<file path="src/rtl/one_to_four_demux_stream.sv">
// rtl/one_to_four_demux_stream.sv - registered 1:4 stream demux, per-channel output registers
// Optional per-channel beat counters when DEMUX_BEAT_CNT_EN is defined.
module one_to_four_demux_stream #(
    parameter int DATA_WIDTH = 8,
    parameter int CNT_WIDTH  = 8
) (
    input  logic                    clk,
    input  logic                    rst_n,
    input  logic [DATA_WIDTH-1:0]   in_data,
    input  logic [1:0]              in_sel,
    input  logic                    in_last,
    input  logic                    in_valid,
    output logic                    in_ready,
    output logic [4*DATA_WIDTH-1:0] out_data,
    output logic [3:0]              out_last,
    output logic [3:0]              out_valid,
    input  logic [3:0]              out_ready
`ifdef DEMUX_BEAT_CNT_EN
    ,
    output logic [4*CNT_WIDTH-1:0]  beat_cnt,
    input  logic                    cnt_clr
`endif
);

    typedef enum logic {
        IDLE = 1'b0,
        BUSY = 1'b1
    } state_t;

    state_t     state;
    state_t     state_nxt;
    logic [1:0] lock_sel;
    logic [1:0] ch;
    logic       accept;

    // The packet's channel is taken from in_sel only on its first beat.
    always_comb begin
        ch        = (state == BUSY) ? lock_sel : in_sel;
        in_ready  = ~out_valid[ch] | out_ready[ch];
        accept    = in_valid & in_ready;
        state_nxt = state;
        case (state)
            IDLE:    if (accept && !in_last) state_nxt = BUSY;
            BUSY:    if (accept && in_last)  state_nxt = IDLE;
            default: state_nxt = IDLE;
        endcase
    end

    always_ff @(posedge clk or negedge rst_n) begin
        if (!rst_n) begin
            state    <= IDLE;
            lock_sel <= 2'b00;
        end else begin
            state <= state_nxt;
            if (state == IDLE && accept && !in_last) begin
                lock_sel <= in_sel;
            end
        end
    end

    // A load wins over a drain, so a channel can be refilled in the cycle it empties.
    always_ff @(posedge clk or negedge rst_n) begin
        if (!rst_n) begin
            out_valid <= 4'b0000;
            out_last  <= 4'b0000;
            out_data  <= '0;
        end else begin
            for (int k = 0; k < 4; k++) begin
                if (accept && ch == 2'(k)) begin
                    out_data[k*DATA_WIDTH +: DATA_WIDTH] <= in_data;
                    out_last[k]                          <= in_last;
                    out_valid[k]                         <= 1'b1;
                end else if (out_valid[k] && out_ready[k]) begin
                    out_valid[k] <= 1'b0;
                end
            end
        end
    end

`ifdef DEMUX_BEAT_CNT_EN
    always_ff @(posedge clk or negedge rst_n) begin
        if (!rst_n) begin
            beat_cnt <= '0;
        end else if (cnt_clr) begin
            beat_cnt <= '0;
        end else if (accept) begin
            beat_cnt[ch*CNT_WIDTH +: CNT_WIDTH] <= beat_cnt[ch*CNT_WIDTH +: CNT_WIDTH] + CNT_WIDTH'(1);
        end
    end
`else
    localparam int unused_cnt_width = CNT_WIDTH;
`endif

endmodule

</file>
<file path="config.mk">
export PLATFORM = sky130hd
export DESIGN_NAME = one_to_four_demux_stream
export DESIGN_NICKNAME = d
export VERILOG_FILES = /design/src/rtl/one_to_four_demux_stream.sv
export SDC_FILE = /design/constraint.sdc
export NUM_CORES = 1
export LEC_CHECK = 0
export BUFFER_PORTS_ARGS = -buffer_cell sky130_fd_sc_hd__buf_2
export CAP_MARGIN = 20
export CORE_UTILIZATION = 49
export DETAILED_ROUTE_END_ITERATION = 8
export PLACE_DENSITY = 0.78
export SYNTH_ARGS = -nofsm -noshare
export SYNTH_HDL_FRONTEND = slang
export SYNTH_SLANG_ARGS = --single-unit
export TNS_END_PERCENT = 20
</file>
<file path="constraint.sdc">
create_clock -name clk -period 2 [get_ports clk]
set_input_delay 0.3 -clock clk [delete_from_list [all_inputs] [get_ports clk]]
set_output_delay 0.3 -clock clk [all_outputs]
set_load 0.01 [all_outputs]
</file>
==> metrics.yaml <==
period_needed_ps: 1983
die_h_um: 62.03
ant_nets: 0
final_max_slew_viol_count: 0
cts_tree: "built"
grt_max_degree: 44
via_per_inst: 5.235
syn_inst: 125
post-place-ws_ps: 277.4
synth_common_cells: "43 x dfrtp_1, 34 x mux2_2, 10 x nand2_1, 7 x o21ai_0, 5 x mux2i_1"
cts_root_buf: "clkbuf_4"
drive_above_1_share_pct: 57.81
dp.cells: 228
first_global_vias: 1176
dp_hpwl_mm: 2.633
layout.nets: 209
rsz0062_at_grt: "true"
maxCapViolCount: 0
via_count: 1246
regArea_um2: 1077
die_area_um2: 3847
ys_seq_elements: 43
critical_path_class: "reg2out"
min_path_type: "in2async"
setup_tns_ps: 0
fill_cells: 280
h-tree-depth: 2
die_x_um: 62.03
final_cells: 238
cts_sinks: 43
grtUsageTotal_pct: 21.75
grt_overflow: 0
firstDrtPassIters: 4
n_antenna_cell: 0
end_kind: "primary output"
p_leak_nw: 1.098
cp_data_arrival_time_ps: 1680
start_kind: "register"
syn_area_per_cell_um2: 14.12
ys_async_sr_fraction_pct: 100.0
synth_edf_count: 0
finalHoldViolations: 0
fp.coreArea_um2: 3390
synth_top_area_cell: "dfrtp_1"
finalSetupViolations: 0
fin_skew_ps: 3.892
netlist_area_um2: 1765
required_ps: 1700
synth_area_leaders: "dfrtp_1 61%, mux2_2 22%, mux2i_1 2.8%"
cts_made_buffers: 5
io_buffers: 58
clock_path_buffers: 2
tightest_slew_ps: 937.7
syn_to_final_growth_pct: 23.95
worst_slack_ps: 16.53
synth_nets: 143
yosysWarnings: 0
timing.fmax_ghz: 0.5042
power.density_nw_per_um2: 1600
wirelength_mm: 3.693
antenna_found_initial: 0
synth.most_common_cell: "dfrtp_1"
gp_congestion: 0.8702
drc: 0
synth_flop_cell: "dfrtp_1"
post_synth_num_cell_types: 17
ir_drop_uv: 962.5
min_period_over_period_pct: 99.17
path_clk_slew_ps: 110
seq_area_frac_synth_pct: 60.95
wl_per_cell_um: 15.52
fp-row-count: 21
start_util_pct: 52.09
clk_latency_ps: 340
status: "completed"
io_pins: 59
synth.top_cell.area_share_pct: 60.95
cp_max_fo: 4
multiInputGateArea_um2: 656.9
grt_pass1_wl_mm: 5.754
max-slew-margin-rel_pct: 37.49
drt_iter0_drc: 64
-- final timing paths --
check	startpoint	end	slack (ps)	cells after the start
setup / recovery	register	in_ready	20	5
hold / removal	rst_n	out_valid[1]	90	1
setup reg to reg	register	out_data[17]	260	5
hold reg to reg	out_last[2]	out_last[2]	510	2
max in group asynchronous	rst_n	async pin	1280	1
min in group clk	in_last	register	160	2
-- routing by layer --
layer / track usage (%) / vias up / part of all wire (%)
met3: 6.625 / 5 / 5.0
met2: 36.47 / 43 / 51
met5: 0 / - / 0
met4: 9.206 / 0 / 1.4
li1: - / 577 / -
met1: 25.99 / 621 / 43
-- placed cells by master, fill, tap and decap left out, drive strengths merged, types with 4 or more instances in the layout --
master | netlist | routed
nand2 | 10 | 10
o21ai | 7 | 7
nand2b | 4 | 4
clkbuf | 0 | 7
buf | 5 | 64
mux2 | 36 | 36
dfrtp | 43 | 43
nand4 | 4 | 4
mux2i | 5 | 5
-- stage by stage --
| step | hold slack [ps] | power [mW] | cell area, um2 | util, % |
|---|---|---|---|---|
| after global placement | 467.3 | 3.001 | 2112 | 62.31 |
| after CTS | 100.4 | 3.519 | 2182 | 64.38 |
| after floorplan | 4.409 | 2.464 | 1765 | - |
| final | 86.59 | 3.500 | 2188 | 64.56 |
| after global routing | 130.1 | 3.758 | 2188 | 64.56 |
| after detailed placement | 478.7 | 3.084 | 2112 | 62.31 |
-- area by class of cell --
type	count	area share (%)
inverters	3	0.5146
repair buffers	64	15.32
flip-flops and latches	43	49.23
multi-input cells	74	30.02
clock buffers	7	2.058
well taps	46	2.630
clock inverters	1	0.2287
-- worst max-delay path: stages (launching register included) --
cell	delay, ps
dfrtp_2	430
mux2_4	340
mux2_4	320
nand2_2	70
o21ai_2	50
buf_2	140
-- flip-flops by register name, indices dropped and copies added (netlist names), named ones only --
register	cells
out_valid	4
out_data	32
out_last	4
lock_sel	2
-- cell families (layout without fill, tap and decap cells) --
logic type	after synthesis	count (layout)	share of synthesized area (%)
buf+inv	8	75	2.410
compound gates	12	12	4.465
flops	43	43	60.95
mux	41	41	26.22
simple gates	21	21	5.953
-- power by group --
part           switching (mW)  internal [mW]
clock                   0.263          0.137
combinational           0.766          0.816
sequential              0.222           1.30
-- what timing repair did --
action,in CTS,in global routing
endpoints found under the setup margin,1,1
setup buffers,2,0
hold buffers,0,0
resized for setup,3,2
(Power assumes the default switching activity.)
